$ cat src/rtl/pipe_hazard_ctrl.sv
// pipe_hazard_ctrl: stall/flush/redirect sequencer for the 5-stage pipeline, with a sticky stall watchdog.
// Define PIPE_HAZARD_CTRL_STATS_EN to add the stall-cycle and redirect statistics counters.
module pipe_hazard_ctrl #(
    parameter int FLUSH_CYCLES  = 1,
    parameter int STALL_TIMEOUT = 1023,
    parameter int CNT_W         = 32
) (
    input  logic             CLK,
    input  logic             RESET,
    input  logic             ICACHE_MISS,
    input  logic             LOAD_USE,
    input  logic             MISPREDICT,
    input  logic [31:0]      MISPREDICT_PC,
    input  logic             DCACHE_MISS,
    output logic             STALL_PC,
    output logic             STALL_IFID,
    output logic             STALL_IDEX,
    output logic             STALL_EXMEM,
    output logic             STALL_MEMWB,
    output logic             FLUSH_IFID,
    output logic             FLUSH_IDEX,
    output logic             REDIRECT_VALID,
    output logic [31:0]      REDIRECT_PC,
    output logic             HANG,
    output logic [CNT_W-1:0] STALL_CYCLES_OUT,
    output logic [CNT_W-1:0] FLUSH_COUNT_OUT
);
    localparam logic [1:0] RUN = 2'd0, MEM_WAIT = 2'd1, REDIRECT = 2'd2;
    localparam int WD_W = $clog2(STALL_TIMEOUT + 1);
    localparam logic [3:0] FC = 4'(FLUSH_CYCLES);
    localparam logic [WD_W-1:0] WD_MAX = WD_W'(STALL_TIMEOUT);

    logic [1:0]      state;
    logic            pend;
    logic [31:0]     pend_pc;
    logic [3:0]      cnt;
    logic [WD_W-1:0] wd;
    logic            in_redir, do_redir, do_lu, do_im;
    logic [31:0]     redir_pc;

    // A data-cache miss freezes everything; otherwise a pending or fresh mispredict wins,
    // and LOAD_USE/ICACHE_MISS only matter outside REDIRECT (they are wrong-path there).
    always_comb begin
        in_redir = state == REDIRECT;
        do_redir = 1'b0;
        redir_pc = MISPREDICT_PC;
        do_lu    = 1'b0;
        do_im    = 1'b0;
        if (!DCACHE_MISS) begin
            if (state == MEM_WAIT && pend) begin
                do_redir = 1'b1;
                redir_pc = pend_pc;
            end else if (MISPREDICT) begin
                do_redir = 1'b1;
            end else if (!in_redir) begin
                do_lu = LOAD_USE;
                do_im = !LOAD_USE && ICACHE_MISS;
            end
        end
    end

    assign STALL_PC       = RESET && (DCACHE_MISS || do_lu || do_im);
    assign STALL_IFID     = RESET && (DCACHE_MISS || do_lu);
    assign STALL_IDEX     = RESET && DCACHE_MISS;
    assign STALL_EXMEM    = RESET && DCACHE_MISS;
    assign STALL_MEMWB    = RESET && DCACHE_MISS;
    assign FLUSH_IFID     = RESET && (do_redir || do_im || in_redir);
    assign FLUSH_IDEX     = RESET && (do_redir || do_lu);
    assign REDIRECT_VALID = RESET && do_redir;
    assign REDIRECT_PC    = (RESET && do_redir) ? redir_pc : '0;

    always_ff @(posedge CLK or negedge RESET) begin
        if (!RESET) begin
            state   <= RUN;
            pend    <= 1'b0;
            pend_pc <= '0;
            cnt     <= '0;
            wd      <= '0;
            HANG    <= 1'b0;
        end else begin
            if (DCACHE_MISS) begin
                if (MISPREDICT) begin
                    pend    <= 1'b1;
                    pend_pc <= MISPREDICT_PC;
                    state   <= MEM_WAIT;
                end else if (state == RUN) begin
                    state <= MEM_WAIT;
                end
            end else if (do_redir) begin
                pend  <= 1'b0;
                cnt   <= FC;
                state <= (FC == 4'd0) ? RUN : REDIRECT;
            end else if (in_redir) begin
                cnt <= cnt - 4'd1;
                if (cnt <= 4'd1) state <= RUN;
            end else begin
                state <= RUN;
            end
            wd <= STALL_PC ? ((wd == WD_MAX) ? wd : wd + 1'b1) : '0;
            if (STALL_PC && wd >= WD_MAX - 1'b1) HANG <= 1'b1;
        end
    end

`ifdef PIPE_HAZARD_CTRL_STATS_EN
    logic [CNT_W-1:0] st_cnt, fl_cnt;

    always_ff @(posedge CLK or negedge RESET) begin
        if (!RESET) begin
            st_cnt <= '0;
            fl_cnt <= '0;
        end else begin
            st_cnt <= st_cnt + CNT_W'(STALL_PC);
            fl_cnt <= fl_cnt + CNT_W'(REDIRECT_VALID);
        end
    end

    assign STALL_CYCLES_OUT = st_cnt;
    assign FLUSH_COUNT_OUT  = fl_cnt;
`else
    assign STALL_CYCLES_OUT = '0;
    assign FLUSH_COUNT_OUT  = '0;
`endif
endmodule

$ cat config.mk
export PLATFORM = sky130hd
export DESIGN_NAME = pipe_hazard_ctrl
export DESIGN_NICKNAME = d
export VERILOG_FILES = /design/src/rtl/pipe_hazard_ctrl.sv
export SDC_FILE = /design/constraint.sdc
export NUM_CORES = 1
export LEC_CHECK = 0
export CORE_MARGIN = 4
export CORE_UTILIZATION = 46
export DETAILED_ROUTE_END_ITERATION = 7
export PLACE_DENSITY = 0.86
export REMOVE_ABC_BUFFERS = 1
export SLEW_MARGIN = 20
export SYNTH_ARGS = -nofsm -noshare
export SYNTH_HDL_FRONTEND = slang
export SYNTH_SLANG_ARGS = --single-unit
$ cat constraint.sdc
create_clock -name CLK -period 3.04 [get_ports CLK]
set_input_delay 0.912 -clock CLK [delete_from_list [all_inputs] [get_ports CLK]]
set_output_delay 0.912 -clock CLK [all_outputs]
set_load 0.05 [all_outputs]
Yosys cells after proc, flatten, opt, wreduce, memory -nomap -nowiden:

Index checks and enable logic that the tools add are counted.

* flip-flop bits (word level): 50
* bits in latches: 0
* memory bits (writable): 0
* bits in read-only memories: 0
* bits of input ports: 38
* output and inout bits: 105
* logic and storage cells: 67
* memories: 0

* add/sub/neg operators: 2
* $mul: 0
* div/mod/pow operators: 0
* $lt $le $gt $ge: 2
* equal/unequal tests: 7
* shift-type cells: 0
* multiplexer cells: 27
* bitwise logic cells: 1
* reduce and logical (&&, ||, !) cells: 22

Operators with widths (number)
* $mux W32: 3
* $mux W10: 2
* $mux W1: 14
* $mux W2: 6
* $add A10 B1 Y10 const B: 1
* $eq A10 B10 Y1 const B: 1
* $ge A10 B10 Y1 const B: 1
* $logic_and A1 B1 Y1: 9
* $mux W4: 2
* $reduce_and A2 Y1: 4
* $logic_or A1 B1 Y1: 5
* $le A4 B1 Y1 const B: 1
* $ne A2 B2 Y1 const B: 2
* $ne A4 B2 Y1 const B: 1
* $reduce_bool A2 Y1: 2
* $sub A4 B1 Y4 const B: 1
* $ne A3 B2 Y1 const B: 1
* $eq A2 B1 Y1 const B: 1
* $eq A2 B2 Y1 const B: 1
* $logic_not A2 Y1: 1
* $logic_not A1 Y1: 1
* $not A1 Y1: 1

Logic depth before layout (Yosys ltp):

* depth after elaboration: 9
* depth in mapped cells: 6
* gate-level depth less buffers: 5

Least setup slack after synthesis:

OpenSTA, ideal clock, no wires.

* kind: input to output
* start: input DCACHE_MISS
* end: output REDIRECT_PC[1]
* arrival time: 2.354 ns
* required time: 2.128 ns
* setup slack: -0.226 ns
* stages on the path: 6
* buffers on the path: 2
* path through: inv_1 > and2_1 > clkbuf_1 > buf_2 > nand2_1 > a21oi_1

* longest elaborated chain between the ends: 3
* elaborated cells on any way between the ends: 4
* those cells by class: mux: 3; reduce/logical: 1

Ends and longest elaborated chain
* start, declared: RTL line 14 `input logic DCACHE_MISS,`
* $mux W1: RTL line 49 `if (!DCACHE_MISS) begin`
* $logic_and A1 B1 Y1: RTL line 70 `assign REDIRECT_PC = (RESET && do_redir) ? redir_pc : '0;`
* $mux W32 (*): RTL line 70
* end, declared: RTL line 23 `output logic [31:0] REDIRECT_PC,`

Every way passes the cells marked *; elsewhere a longest branch is shown, timed or not.

Worst setup path in the final report:

* start: input DCACHE_MISS
* end: output REDIRECT_PC[9]

The elaborated chain is that of the path after synthesis.

==> summary.txt <==
Placement
  • Gpl congestion: 0.768
  • Placed wire-length estimate: 5910 um
  • Placed Instances: 529
  • PortBufs: 78
  • Worst slack, placed: -296 ps

Synth
  • Unique masters post-synth: 43
  • Number of flops mapped to enable cells by yosys: 0
  • Mean post-synth cell area: 9.29 sq um
  • Synth Instances: 359
  • Post-synthesis sequential area ratio: 37.5%
  • Top cell type by total area after synthesis: dfrtp_1
  • Dominant cells by area after synthesis: dfrtp_1, buf_4, mux2_2
  • Top_reg_cell synth: dfrtp_1
  • Mapped cell area: 3340 sq um
  • #FFs+latches synth: 50
  • Synth Warn #: 0
  • Post-synth ARST share: 100%
  • Top cell type's share of synthesized area: between 30% and 40%

CTS
  • CTS root buffer: clkbuf_8
  • H-tree depth: 2
  • Clock Latency Late Sink: roughly 310 ps
  • CTS tree: done
  • Clock transition at path regs: roughly 80 ps
  • Hold_buf cts: 0
  • TritonCTS Buffers: 5
  • Clock buffer depth: 2
  • Clock sinks: 50

Timing
  • Period minus WS final: 3010 ps
  • Final setup TNS: 0 ps
  • RSZ-0062 raised after global routing: true
  • Slew @ Worst Pin: 499 ps
  • Pins Over Slew Limit: 0
  • Slew HR: 66.6%
  • Final hold violation count: 0
  • Fmax: roughly 0.33 GHz
  • Final worst slack: approximately 27 ps
  • Share of the clock period used by the worst path: approximately 99%
  • Clock skew: 18.8 ps
  • Final setup viols: 0

Pwr
  • Sequential power share: approximately two fifths
  • Int Pwr: 1.25 mW
  • Switch share: 39.4%
  • Power per cell area: between 300 and 400 nW/um^2
  • Max VDD drop: 0.198 mV
  • Comb power frac: 40.3%
  • Leak Pwr: ~2.3 nW
  • Clk pwr share: about a fifth
  • Net Switching: slightly above 800 uW

Detailed routing
  • Final WL: 10600 um
  • Vias per cell: 5.20
  • WL per Instance: 19.1 um
  • Residual DRC: 0
  • Post-route ant nets: 0
  • Starting DRT DRC Count: approximately 140
  • Via count: 2899
  • First drt pass iteration count: 4

Setup path
  • Critical path's slowest cell: or2_4
  • Crit path max-delay family: buffers and inverters
  • Max stage delay on crit path: 300 ps
  • WP buf/inv: 5
  • R2R setup slack: 1450 ps
  • Critical Path RT: 2130 ps
  • WP depth: 8
  • Most repeated library cell on the critical path: buf_12
  • CP cell instances: buf_2 -> inv_2 -> nand2_1 -> or2_4 -> buf_12 -> buf_12 -> a21oi_4 -> buf_12
  • Worst Setup Start Kind: input pin
  • Crit Path Max Fanout: 6
  • CP Capture Type: output port
  • RR Endpoint: wd[7]$_DFFE_PN0P_
  • Critical path class: in2out
  • Critical Path AT: about 2100 ps
  • R2R cell count: 5
  • Worst R2R Start: state[0]$_DFFE_PN0P_

GRT
  • Largest net degree at the start of global routing: 33
  • First-pass GRT wire length: approximately 17000 um
  • Grt total ovfl: 0
  • Antenna violations before repair: 0
  • Tot GR Track Use: 24.7%
  • Vias in the first global route: around 3000

Final layout
  • Most frequent cells in the layout: conb_1, nand2_1, dfrtp_1
  • Register area: 1250 sq um
  • P&R area growth vs syn: 56.9%
  • Fin cells: 557
  • Antenna cells: 0
  • Util after Layout: 75.8%
  • Nets: 502
  • Commonest non-fill, non-tap cell in the layout: conb_1
  • Multi-input logic area: 2030 sq um
  • Share of layout cells above drive strength 1: about 39%
  • Fillers: 354

Floorplan
  • Core area: 6910 sq um
  • Chip height: between 90 and 100 um
  • Die area: 8680 sq um
  • Die width: 93.2 um
  • Initial Utilization: between 40% and 50%
  • Io pins: 143
  • Site Rows: 30

Worst hold path
  • HP Class: reg2reg
  • Hold Startpoint: HANG$_DFFE_PN0P_
  • WHS Endpoint: HANG$_DFFE_PN0P_
  • Hold path depth: 1

Run
  • Max_cap viols: 0

Run status
  • Status: finished, final reports clean
## metal layers
layer / routed length [um] / vias to the layer above / part of all wire, % / GRT usage [%]
li1: - / 1283 / - / -
met1: 3660 / 1422 / 35 / 26.0
met2: 5630 / 153 / 53 / 45.9
met3: 800 / 41 / 7.5 / 5.71
met4: 516 / 0 / 4.9 / 11.8
met5: 0 / - / 0 / 0
## synthesized netlist by cell type, drive strengths merged, types with 3 or more instances
| library cell | number |
|---|---|
| nand4 | 4 |
| a21oi | 41 |
| nor3 | 6 |
| o21ai | 3 |
| clkbuf | 5 |
| nand2 | 77 |
| inv | 11 |
| a211oi | 4 |
| nand3 | 3 |
| a31oi | 3 |
| and3 | 3 |
| mux2 | 32 |
| nor2 | 9 |
| dfrtp | 50 |
| buf | 80 |
| ha | 4 |
## through the flow
stage	cell area, sq um	total power [mW]	hold WS [ps]
final	5230	2.06	492
after global routing	5230	2.15	520
after CTS	5230	2.02	506
after detailed placement	4420	1.50	471
after global placement	4420	1.48	464
after floorplan	2970	1.25	454
## worst max-delay path by stage
| stage | startpoint | to |
|---|---|---|
| 2_1_floorplan | DCACHE_MISS | REDIRECT_PC[0] |
| 3_3_place_gp | DCACHE_MISS | REDIRECT_PC[1] |
| 3_5_place_dp | DCACHE_MISS | REDIRECT_PC[31] |
| 4_1_cts | MISPREDICT | REDIRECT_PC[20] |
| 5_1_grt | DCACHE_MISS | REDIRECT_PC[9] |
| 6_report | DCACHE_MISS | REDIRECT_PC[9] |
## flip-flops by register name, indices dropped and copies added (netlist names)
register / flops
HANG: 1
cnt: 4
pend: 1
pend_pc: 32
state: 2
wd: 10
## power by group through the flow
stage	sequential, mW	clock [mW]	combinational [mW]
3_3_place_gp	0.796	0	0.680
3_5_place_dp	0.804	0	0.698
6_report	0.811	0.418	0.830
2_1_floorplan	0.794	0	0.453
4_1_cts	0.803	0.410	0.811
5_1_grt	0.817	0.452	0.877
## cell families after synthesis
logic type,after synthesis,share of synthesized area [%]
other,1,0.112
muxes,33,11.1
buffers and inverters,96,19.4
DFF,50,37.5
and+or+nand+nor,114,15.7
adders and majority gates,4,1.50
AOI/OAI and AO/OA,61,14.7
## worst reg2reg max path: stages (launching register included)
cell	delay, ps
dfrtp_1	420
and3b_4	230
o31ai_4	260
o311ai_2	160
buf_4	230
nor3b_1	210
## repair_timing
| item | 4_1_cts | 5_1_grt |
|---|---|---|
| pin swaps | 29 | 6 |
| cloned | 9 | 0 |
| resized for setup | 84 | 0 |
| setup endpoints to repair | 35 | 6 |
| setup buffers | 11 | 0 |
## cell type report
| type | count | area share [%] |
|---|---|---|
| timing repair buffer | 116 | 32.5 |
| tap | 96 | 2.30 |
| clock buffer | 6 | 1.58 |
| sequential | 50 | 23.9 |
| clock inverter | 2 | 0.239 |
| multi-input combinational | 276 | 38.7 |
| inverter | 11 | 0.789 |
(Power assumes the default switching activity.)
